**src/rtl/ftq_commit_queue_pkg.sv**
```systemverilog
// ftq_commit_queue_pkg: core configuration and shared types for the fetch target queue.
// FTQ_PERF_COUNTER_EN (optional macro, consumed by the top) enables the perf counters.
package ftq_commit_queue_pkg;

  // core_config
  localparam int unsigned FRONTEND_FTQ_SIZE = 8;
  localparam int unsigned COMMIT_WIDTH      = 2;
  localparam int unsigned FTQ_PC_WIDTH      = 32;
  localparam int unsigned FTQ_IDX_WIDTH     = $clog2(FRONTEND_FTQ_SIZE);

  // core_types
  typedef struct packed {
    logic [FTQ_PC_WIDTH-1:0] start_pc;
    logic [2:0]              length;
  } ftq_entry_t;

  typedef struct packed {
    logic                     wrap;
    logic [FTQ_IDX_WIDTH-1:0] idx;
  } ftq_ptr_t;

endpackage

```
**src/rtl/ftq_commit_queue_entry_ram.sv**
```systemverilog
// ftq_entry_ram: FTQ entry storage, one synchronous write port, one asynchronous read port.
// Contents are intentionally not reset.
module ftq_entry_ram
  import ftq_commit_queue_pkg::*;
#(
  parameter int unsigned DEPTH   = FRONTEND_FTQ_SIZE,
  parameter type         entry_t = ftq_entry_t
) (
  input  logic                     clk,
  input  logic                     i_we,
  input  logic [$clog2(DEPTH)-1:0] i_waddr,
  input  entry_t                   i_wdata,
  input  logic [$clog2(DEPTH)-1:0] i_raddr,
  output entry_t                   o_rdata
);

  entry_t r_mem [DEPTH];

  // write the pushed block into its slot
  always_ff @(posedge clk) begin
    if (i_we) r_mem[i_waddr] <= i_wdata;
  end

  assign o_rdata = r_mem[i_raddr];

endmodule

```
**src/rtl/ftq_commit_queue.sv**
```systemverilog
// ftq_commit_queue: fetch target queue with in-order IFU hand-off and backend commit/flush.
// Optional macro FTQ_PERF_COUNTER_EN adds saturating commit/flush counters.
module ftq_commit_queue
  import ftq_commit_queue_pkg::*;
#(
  parameter int unsigned FTQ_SIZE     = FRONTEND_FTQ_SIZE,
  parameter int unsigned COMMIT_WIDTH = ftq_commit_queue_pkg::COMMIT_WIDTH,
  parameter int unsigned ADDR_WIDTH   = 32
) (
  input  logic                         clk,
  input  logic                         rst,
  input  logic                         bpu_valid_i,
  input  logic [ADDR_WIDTH-1:0]        bpu_start_pc_i,
  input  logic [2:0]                   bpu_length_i,
  output logic                         bpu_ready_o,
  output logic                         ifu_valid_o,
  output logic [ADDR_WIDTH-1:0]        ifu_start_pc_o,
  output logic [2:0]                   ifu_length_o,
  output logic [$clog2(FTQ_SIZE)-1:0]  ifu_ftq_id_o,
  input  logic                         ifu_accept_i,
  input  logic [COMMIT_WIDTH-1:0]      backend_commit_block_i,
  input  logic                         backend_flush_i,
  input  logic [$clog2(FTQ_SIZE)-1:0]  backend_flush_ftq_id_i,
  output logic                         bpu_flush_o,
  output logic [$clog2(FTQ_SIZE):0]    ftq_count_o,
  output logic                         commit_overrun_o,
  output logic [31:0]                  perf_commit_cnt_o,
  output logic [31:0]                  perf_flush_cnt_o
);

  localparam int unsigned IDX_W = $clog2(FTQ_SIZE);
  localparam int unsigned PW    = IDX_W + 1;

  typedef struct packed {
    logic             wrap;
    logic [IDX_W-1:0] idx;
  } ptr_t;

  typedef struct packed {
    logic [ADDR_WIDTH-1:0] start_pc;
    logic [2:0]            length;
  } entry_t;

  ptr_t             r_comm_ptr, r_ifu_ptr, r_bpu_ptr;
  logic             r_bpu_flush, r_overrun;

  logic             w_full, w_push, w_ifu_valid, w_accept, w_overrun_now, w_flush_empty;
  logic [PW-1:0]    w_commit_n, w_ci_dist;
  logic [IDX_W-1:0] w_flush_idx;
  ptr_t             w_comm_nxt, w_flush_ptr;
  entry_t           w_wdata, w_rdata;

  assign w_full      = (r_comm_ptr.idx == r_bpu_ptr.idx) && (r_comm_ptr.wrap != r_bpu_ptr.wrap);
  assign w_ifu_valid = (r_ifu_ptr != r_bpu_ptr);
  assign w_push      = bpu_valid_i & ~w_full & ~backend_flush_i;
  assign w_accept    = ifu_accept_i & w_ifu_valid & ~backend_flush_i;

  assign w_wdata.start_pc = bpu_start_pc_i & ~ADDR_WIDTH'(3);
  assign w_wdata.length   = bpu_length_i;

  // commit advance with clamp at ifu_ptr, then flush pointer from the post-commit comm_ptr
  always_comb begin
    w_commit_n = '0;
    for (int unsigned i = 0; i < COMMIT_WIDTH; i++)
      w_commit_n = w_commit_n + PW'(backend_commit_block_i[i]);
    w_ci_dist     = r_ifu_ptr - r_comm_ptr;
    w_overrun_now = (w_commit_n > w_ci_dist);
    w_comm_nxt    = w_overrun_now ? r_ifu_ptr : ptr_t'(r_comm_ptr + w_commit_n);
    // the flushed index equal to comm_ptr means nothing survives: keep the wrap bit
    w_flush_idx       = backend_flush_ftq_id_i + 1'b1;
    w_flush_empty     = (w_flush_idx == w_comm_nxt.idx);
    w_flush_ptr.idx   = w_flush_idx;
    w_flush_ptr.wrap  = w_comm_nxt.wrap ^ ((w_flush_idx <= w_comm_nxt.idx) & ~w_flush_empty);
  end

  // pointer, flush pulse and sticky overrun state
  always_ff @(posedge clk) begin
    if (!rst) begin
      r_comm_ptr  <= '0;
      r_ifu_ptr   <= '0;
      r_bpu_ptr   <= '0;
      r_bpu_flush <= 1'b0;
      r_overrun   <= 1'b0;
    end else begin
      r_comm_ptr  <= w_comm_nxt;
      r_bpu_flush <= backend_flush_i;
      if (w_overrun_now) r_overrun <= 1'b1;
      if (backend_flush_i) begin
        r_bpu_ptr <= w_flush_ptr;
        r_ifu_ptr <= w_flush_ptr;
      end else begin
        if (w_push)   r_bpu_ptr <= r_bpu_ptr + 1'b1;
        if (w_accept) r_ifu_ptr <= r_ifu_ptr + 1'b1;
      end
    end
  end

  ftq_entry_ram #(
    .DEPTH   (FTQ_SIZE),
    .entry_t (entry_t)
  ) u_ram (
    .clk     (clk),
    .i_we    (w_push),
    .i_waddr (r_bpu_ptr.idx),
    .i_wdata (w_wdata),
    .i_raddr (r_ifu_ptr.idx),
    .o_rdata (w_rdata)
  );

  assign bpu_ready_o      = ~w_full;
  assign ifu_valid_o      = w_ifu_valid;
  assign ifu_start_pc_o   = w_rdata.start_pc;
  assign ifu_length_o     = w_rdata.length;
  assign ifu_ftq_id_o     = r_ifu_ptr.idx;
  assign bpu_flush_o      = r_bpu_flush;
  assign ftq_count_o      = r_bpu_ptr - r_comm_ptr;
  assign commit_overrun_o = r_overrun;

`ifdef FTQ_PERF_COUNTER_EN
  logic [31:0] r_perf_commit, r_perf_flush;

  // saturating commit and flush event counters
  always_ff @(posedge clk) begin
    if (!rst) begin
      r_perf_commit <= '0;
      r_perf_flush  <= '0;
    end else begin
      if (r_perf_commit > (32'hFFFF_FFFF - 32'(w_commit_n))) r_perf_commit <= '1;
      else r_perf_commit <= r_perf_commit + 32'(w_commit_n);
      if (backend_flush_i && (r_perf_flush != '1)) r_perf_flush <= r_perf_flush + 1'b1;
    end
  end

  assign perf_commit_cnt_o = r_perf_commit;
  assign perf_flush_cnt_o  = r_perf_flush;
`else
  assign perf_commit_cnt_o = '0;
  assign perf_flush_cnt_o  = '0;
`endif

endmodule

```
**config.mk**
```make
export PLATFORM = sky130hd
export DESIGN_NAME = ftq_commit_queue
export DESIGN_NICKNAME = d
export VERILOG_FILES = /design/src/rtl/ftq_commit_queue_pkg.sv /design/src/rtl/ftq_commit_queue_entry_ram.sv /design/src/rtl/ftq_commit_queue.sv
export SDC_FILE = /design/constraint.sdc
export NUM_CORES = 1
export LEC_CHECK = 0
export CAP_MARGIN = 20
export CORE_MARGIN = 5
export CORE_UTILIZATION = 50
export DETAILED_ROUTE_END_ITERATION = 10
export PLACE_DENSITY = 0.81
export SYNTH_ARGS = -nofsm -noshare
export SYNTH_HDL_FRONTEND = slang
export SYNTH_HIERARCHICAL = 1
export SYNTH_SLANG_ARGS = --single-unit
```
**constraint.sdc**
```tcl
create_clock -name clk -period 4.4 [get_ports clk]
set_input_delay 0.44 -clock clk [delete_from_list [all_inputs] [get_ports clk]]
set_output_delay 0.44 -clock clk [all_outputs]
set_load 0.01 [all_outputs]
```
---- After elaboration in Yosys (flattened, before gate mapping) ----
Memory sizes are Yosys's and may differ from the RTL's. A register that Yosys moved wholly into a read port is not among the register bits.
Index checks and enable logic that the tools add are counted.
storage, ports and cells
  bits in registers ....................... 14
  bits in latches ......................... 0
  RAM bits ................................ 264
  bits in read-only memories .............. 0
  bits of input ports ..................... 45
  logic and storage cells ................. 43
  memories kept ........................... 1
memories
  name         depth  bits a word  rd ports  clocked after memory_dff  write ports  line                              text
  u_ram.r_mem  8      33           1         1                         1            ftq_commit_queue_entry_ram.sv:17  entry_t r_mem [DEPTH];
operators by class
  add/sub/neg operators ................... 7
  $mul .................................... 0
  div/mod/pow operators ................... 0
  $lt $le $gt $ge ......................... 2
  equal/unequal tests ..................... 4
  shifts and indexed selects .............. 0
  mux-type cells .......................... 9
  bitwise gates (word level) .............. 9
  reductions and logical operators ........ 3
operator list
  kind                   number
  $mux W4                5
  $add A4 B1 Y4 const B  2
  $sub A4 B4 Y4          2
  $eq A3 B3 Y1           2
  $mux W3                2
  $and A1 B1 Y1          5
  $add A4 B2 Y4          1
  $gt A2 B4 Y1           1
  $ne A4 B4 Y1           1
  $reduce_bool A2 Y1     2
  $add A3 B1 Y3 const B  1
  $le A3 B3 Y1           1
  $not A1 Y1             3
  $add A1 B1 Y2          1
  $mux W1                2
  $logic_and A1 B1 Y1    1
  $ne A1 B1 Y1           1
  $xor A1 B1 Y1          1

---- Depth between registers and ports, before layout ----
Gate-level depths: netlist (run 1).
  depth in word-level cells ............... 10
  mapped depth ............................ 17
  gate-level depth less buffers ........... 17

---- By module ----
The synthesis (run 1) kept the hierarchy.
modules (own cells, without submodules)
  module            times used  cells an instance  area an instance (um^2)  sequential area each (um^2)
  ftq_entry_ram     1           418                10,835.4                 8,408.1
  ftq_commit_queue  1           202                1,677.9                  280.3

---- Worst setup path after synthesis (run 1) ----
No wires, ideal clock.
  path type ............................... reg-to-reg
  start point ............................. register r_bpu_ptr[0] in the netlist's numbering
  end point ............................... memory u_ram/r_mem[4][0] in the netlist's numbering, enable pin
  library setup time ...................... 471 ps
  arrival ................................. 3,694 ps
  path slack .............................. 236 ps
  stages on the path, launching flop included .. 8
  buffers on the path ..................... 0
  cell sequence ........................... dfxtp_1 -> inv_1 -> ha_1 -> nand3_1 -> o21ai_1 -> nor2_1 -> nand2_1 -> nor3_1
between the ends
  word-level cells in the longest chain between the ends .. 7
RTL lines
  element                        line                              text
  from (decl)                    ftq_commit_queue.sv:44            ptr_t r_comm_ptr, r_ifu_ptr, r_bpu_ptr;
  from (signal assigned)         ftq_commit_queue.sv:89            r_bpu_ptr <= w_flush_ptr;
  from (signal assigned)         ftq_commit_queue.sv:92            if (w_push) r_bpu_ptr <= r_bpu_ptr + 1'b1;
  $eq A3 B3 Y1                   ftq_commit_queue.sv:53            assign w_full = (r_comm_ptr.idx == r_bpu_ptr.idx) && (r_comm_ptr.wrap != r_bpu_ptr.wrap);
  $logic_and A1 B1 Y1            ftq_commit_queue.sv:53
  $not A1 Y1                     ftq_commit_queue.sv:55            assign w_push = bpu_valid_i & ~w_full & ~backend_flush_i;
  $and A1 B1 Y1 (2 in series)    ftq_commit_queue.sv:55
  via w_push                     ftq_commit_queue.sv:47            logic w_full, w_push, w_ifu_valid, w_accept, w_overrun_now, w_flush_empty;
  $mux W1                        ftq_commit_queue_entry_ram.sv:21  if (i_we) r_mem[i_waddr] <= i_wdata;
  $mux W1 (implied by the code)  ftq_commit_queue_entry_ram.sv:21
  to (decl)                      ftq_commit_queue_entry_ram.sv:17
The timed path passes the listed nets, and every way through them passes these cells.

==> results.cfg, run 1 <==
[yosys]
synth_edf_count = 280
synth_ff_type = edfxtp_1
async_flop_share_pct = 0
syn_avg_cell_area_sq_um = 20.2
synth_seq_cells = 294
ys_seq_area_share_pct = 69.4
syn_area_sq_um = 12500
synth.distinct_cells = 42
yosys_warnings = 6
netlist_instances = 620

[grt]
grt_max_degree = 76
antenna_found_initial = 1
grt.total_usage_pct = 16.0
grt_pass1_wl_microns = 34800
grt_pass1_vias = 6067
gr-total-overflow = 0

[route]
dr.pass1.iters = 4
wl_per_cell_microns = 21.2
drt-total-wl_microns = 23100
avgViaCountPerCell = 5.30
drt-initial-drc-count = 288
drtAntennaViolNets = 0
num_vias = 5784
drc_errors = 0

[placement]
gp_congestion = 0.763
place_area_sq_um = 13700
port_buffers = 88
dpl.hpwl_microns = 13200

[final_layout]
layout_common_cells = edfxtp_1 (280), clkdlybuf4s50_1 (88), conb_1 (80)
drive_above_1_share_pct = 14.0
final_common_cell = edfxtp_1
fill_cells = 1782
antenna_cells = 0
final_area_sq_um = 14600
area.growth.synth_to_final_pct = 16.9
fin_nets = 810

[cts]
cts_sinks = 294
cts.clk_slew.worst_paths_ns = 0.06
cts-root-buf = clkbuf_16
post_cts_buffers = 0
htreeDepth = 1
clk_path_buf_depth = 3
cts_buffers = 30
clock_latency_ns = 0.54
holdBufCountCts = 0
cts_resized = 0
cts_tree = yes

[min_path]
hold_path_depth = 2
hold_end = commit_overrun_o
min_path_type = register to register
hold_path_startpoint = commit_overrun_o

[critical_path]
path_max_fanout = 49
crit_type = register to output pin
crit_path_start_kind = register
reg2reg_from = ifu_ftq_id_o[0]
cp_data_arrival_time_ns = 3.48
critPathLaunch = ifu_ftq_id_o[0]
end_kind = output pin
regToRegSetupSlack_ns = 0.72
critPathRequiredTime_ns = 3.96
r2r_cells = 16
timing.rr.end = r_ifu_ptr[3]

[pwr]
switching_share_pct = 23.8
p_per_area_nw_per_um2 = 464
irDropWorstVdd_uv = 292
power_frac_seq_pct = 47.3
p_comb_share_pct = 17.6
p_int_mw = 5.17
switching_power_mw = 1.62
p_leak_nw = 5.01
clkPwrFrac_pct = 35.1
total_power_mw = 6.79

[floorplanning]
die_w_microns = 168
num_rows = 57
dieArea_sq_um = 28300
start_util_pct = 51.2
ios = 155
die_h_microns = 168
core-area_sq_um = 24500

[timing]
worst_slew_pin_slew_ns = 1.02
timing.fmax_mhz = 255
finalCritPeriodShare_pct = 89.2
rsz0062_at_grt = no
maxSlewHeadroom_pct = 32.1
timing.final.hold_violations = 0
tns_ns = 0
slew_violations = 0
skew_ns = 0.0185
finalCriticalPeriod_ns = 3.92
setup_viol = 0

[outcome]
status = finished, final reports clean

[flow_run]
cap_violations = 0
-- cell families (layout without fill, tap and decap cells) --
logic type      Yosys count  count (layout)  share of synthesized area, %
simple gates             47              47                          1.89
xor+xnor                 17              17                          1.19
buf+inv                 105             173                          5.67
mux                     109             109                          18.2
flops                   294             294                          69.4
fa+ha+maj                20              20                          2.18
compound gates           27              27                          1.40
other cells               1              80                        0.0300
-- state kept, by name (all words and copies together) (netlist names) --
| register | cells |
|---|---|
| r_ifu_ptr | 1 |
| commit_overrun_o | 1 |
| r_bpu_ptr | 4 |
| r_comm_ptr | 4 |
| ifu_ftq_id_o | 3 |
| u_ram/r_mem | 280 |
| bpu_flush_o | 1 |
-- final cells by class --
type | count | area, sq um | share of cell area [%]
multi-input cells | 300 | 3470 | 23.7
clock buffers | 39 | 806 | 5.51
clock inverters | 15 | 126 | 0.864
inverters | 17 | 63.8 | 0.436
repair buffers | 102 | 1060 | 7.25
flip-flops and latches | 294 | 8700 | 59.5
well taps | 324 | 405 | 2.77
-- worst max-delay path, stage by stage (launching register included) --
cell and delay, ns:
dfxtp_4 0.34, buf_4 0.41, buf_4 0.73, mux4_1 0.65, mux2_2 0.31, clkdlybuf4s50_1 0.48
-- through the flow --
step	hold WS [ns]	instances	utilization, %	setup WS, ns
final	0.482	1091	59.8	0.475
after global placement	0.463	1037	56.0	0.830
after global routing	0.538	1091	59.8	0.302
after floorplan	0.505	699	-	0.236
after CTS	0.488	1091	59.8	0.397
after detailed placement	0.461	1037	56.0	0.753
-- cells in the mapped netlist (2+ instances only) --
library cell	number	area share (%)
o31ai_1	2	0.12
mux2_2	35	3.1
a21o_1	4	0.24
nand3_1	4	0.16
nand2b_1	4	0.20
buf_1	3	0.090
nand2_1	11	0.33
edfxtp_1	280	67
fa_1	3	0.48
mux4_1	70	15
dfxtp_1	14	2.2
nor2_1	14	0.42
inv_1	16	0.48
xnor2_1	12	0.84
o21ai_0	4	0.16
xor2_1	5	0.35
buf_6	8	0.72
nor3_1	5	0.20
ha_1	17	1.7
buf_4	68	4.1
mux2i_1	3	0.24
a21oi_1	10	0.40
clkbuf_1	9	0.27
-- per-layer routing --
layer | vias to the layer above | part of all wire, % | track usage [%]
li1 | 2640 | - | -
met1 | 2937 | 42 | 21.1
met2 | 168 | 51 | 27.9
met3 | 37 | 5.4 | 2.98
met4 | 2 | 1.8 | 3.39
met5 | - | 0.087 | 0
-- worst max path at each step --
| stage | slack, ns | depth (start not counted) | to |
|---|---|---|---|
| global placement | 0.83 | 16 | r_ifu_ptr[3] |
| floorplan | 0.24 | 7 | u_ram/r_mem[4][0] |
| global route | 0.30 | 5 | ifu_length_o[2] |
| CTS | 0.40 | 5 | ifu_length_o[2] |
| finish | 0.48 | 5 | ifu_start_pc_o[14] |
| detailed placement | 0.75 | 16 | r_ifu_ptr[3] |
-- power groups by stage --
stage	Clock, mW	Combinational, mW	Sequential, mW
after global placement	0	1.18	3.26
after detailed placement	0	1.21	3.27
after CTS	2.45	1.21	3.21
final	2.38	1.20	3.21
after floorplan	0	0.817	3.26
after global routing	2.58	1.31	3.22
Note: power is estimated with default switching activity, not from simulation.
==> inputs of run 2 (changes only) <==
--- a/config.mk
+++ b/config.mk
@@ -9,6 +9,7 @@
 export CORE_MARGIN = 5
 export CORE_UTILIZATION = 50
 export DETAILED_ROUTE_END_ITERATION = 10
+export GPL_TIMING_DRIVEN = 1
 export PLACE_DENSITY = 0.81
 export SYNTH_ARGS = -nofsm -noshare
 export SYNTH_HDL_FRONTEND = slang
==> results of run 2 <==
No change in the layout: final DEF, timing and power equal those of run 1.
==> inputs of run 3 (changes only) <==
--- a/config.mk
+++ b/config.mk
@@ -6,7 +6,7 @@
 export NUM_CORES = 1
 export LEC_CHECK = 0
 export CAP_MARGIN = 20
-export CORE_MARGIN = 5
+export CORE_MARGIN = 1
 export CORE_UTILIZATION = 50
 export DETAILED_ROUTE_END_ITERATION = 10
 export GPL_TIMING_DRIVEN = 1
==> results.cfg, run 3 (synthesis gave the netlist of run 1 again) <==
[grt]
gr-total-overflow = 0
antenna_found_initial = 0
grt_max_degree = 76
grt.total_usage_pct = 17.5
grt_pass1_wl_microns = 33600
grt_pass1_vias = 5840

[cts]
cts_tree = yes
post_cts_buffers = 0
cts-root-buf = clkbuf_16
htreeDepth = 1
clock_latency_ns = 0.53
cts_buffers = 29
cts_resized = 0
holdBufCountCts = 0
cts.clk_slew.worst_paths_ns = 0.06
cts_sinks = 294
clk_path_buf_depth = 3

[critical_path]
cp_top_family = buffers and inverters
crit_path_start_kind = register
end_kind = output pin
cpMostUsedCell = buf_4
cp_slowest_stage_delay_ns = 0.77
cp_data_arrival_time_ns = 3.50
slowest_stage = buf_4
crit_type = register to output pin
critPathBufInv = 3
critPathRequiredTime_ns = 3.96
crit_chain = buf_4 -> buf_4 -> mux4_1 -> mux2_2 -> clkdlybuf4s50_1
path_max_fanout = 51

[placement]
preCtsSetupSlack_ns = 0.801
port_buffers = 88
gp_congestion = 0.742
dpl.hpwl_microns = 12400
placed_cells = 1037

[route]
wl_per_cell_microns = 20.3
num_vias = 5821
avgViaCountPerCell = 5.34
drt-initial-drc-count = 396
drt-total-wl_microns = 22100
dr.pass1.iters = 4
drc_errors = 0
drtAntennaViolNets = 0

[timing]
slew_violations = 0
finalCritPeriodShare_pct = 89.5
holdWs_ns = 0.481
timing.fmax_mhz = 254
skew_ns = 0.0102
setup_viol = 0
rsz0062_at_grt = no
worst_slew_pin_slew_ns = 1.01
tns_ns = 0
maxSlewHeadroom_pct = 32.8
setup_ws_ns = 0.461
timing.final.hold_violations = 0
finalCriticalPeriod_ns = 3.94

[flow_run]
cap_violations = 0

[floorplanning]
dieArea_sq_um = 25700
core-area_sq_um = 24500
die_w_microns = 160
die_h_microns = 160
num_rows = 57
start_util_pct = 51.2
ios = 155

[final_layout]
drive_above_1_share_pct = 13.8
largest_reg_flops = 280
final_common_cell = edfxtp_1
fin_nets = 809
layout_common_cells = edfxtp_1 (280), clkdlybuf4s50_1 (88), conb_1 (80)
area.growth.synth_to_final_pct = 16.3
fin_cells = 1090
top_register = u_ram/r_mem
biggestRegsByFlops = u_ram/r_mem (280), r_bpu_ptr (4), r_comm_ptr (4)
antenna_cells = 0
fill_cells = 1762

[pwr]
p_comb_share_pct = 17.7
total_power_mw = 6.76
p_leak_nw = 4.99
irDropWorstVdd_uv = 278
switching_share_pct = 23.8
p_int_mw = 5.15
switching_power_mw = 1.61
clkPwrFrac_pct = 34.8
p_per_area_nw_per_um2 = 464
power_frac_seq_pct = 47.5

[min_path]
min_path_type = register to register

[outcome]
status = finished, final reports clean
## run 3: cell count changes in the layout (fill, tap and decap cells not counted), moves of 2 or more
cell       before  now
buf_4           8   12
clkbuf_16      31   29
buf_12          6    2
clkbuf_1        8    6
inv_6           0    2
clkinv_1        7    9
## run 3: worst paths after layout
check                    from                to  slack [ns]  cells after the start
max           ifu_ftq_id_o[0]   ifu_length_o[1]        0.46                      5
min          commit_overrun_o  commit_overrun_o        0.48                      2
max reg2reg   ifu_ftq_id_o[0]      r_ifu_ptr[3]        0.76                     16
min reg2reg  commit_overrun_o  commit_overrun_o        0.48                      2
## run 3: power by group through the flow
stage	clock, mW	combinational [mW]	sequential, mW
floorplan	0	0.817	3.26
global placement	0	1.18	3.26
detailed placement	0	1.20	3.27
CTS	2.41	1.21	3.21
global route	2.52	1.31	3.22
finish	2.35	1.20	3.21
## run 3: through the flow
step | area, sq um | utilization, %
2_1_floorplan | 12800 | -
3_3_place_gp | 13600 | 55.8
3_5_place_dp | 13600 | 55.8
4_1_cts | 14600 | 59.5
5_1_grt | 14600 | 59.5
6_report | 14600 | 59.5
## run 3: cell type report
class	instances	area, sq um	share of cell area [%]
clock inverters	18	165	1.13
multi-input cells	300	3470	23.8
clock buffers	35	748	5.14
inverters	17	63.8	0.438
flip-flops and latches	294	8700	59.7
well taps	324	405	2.78
repair buffers	102	1010	6.94
## run 3: metal layers
metal  global-route usage (%)  wire length [microns]  share of wire, %  vias to the layer above
met2                     30.1                  11200                51                      195
met3                     2.70                   1120               5.1                       27
met5                        0                      0                 0                        -
met1                     23.5                   9450                43                     2964
met4                     4.07                    322               1.5                        0
li1                         -                      -                 -                     2635
## run 3: worst register-to-register path: cells and delay by family, from the launching register on
| family | cells | cell delay, ns |
|---|---|---|
| adders and majority gates | 4 | 1.17 |
| AOI/OAI and AO/OA | 3 | 0.53 |
| and+or+nand+nor | 5 | 1.01 |
| muxes | 1 | 0.33 |
| buffers and inverters | 3 | 0.20 |
| DFF | 1 | 0.34 |
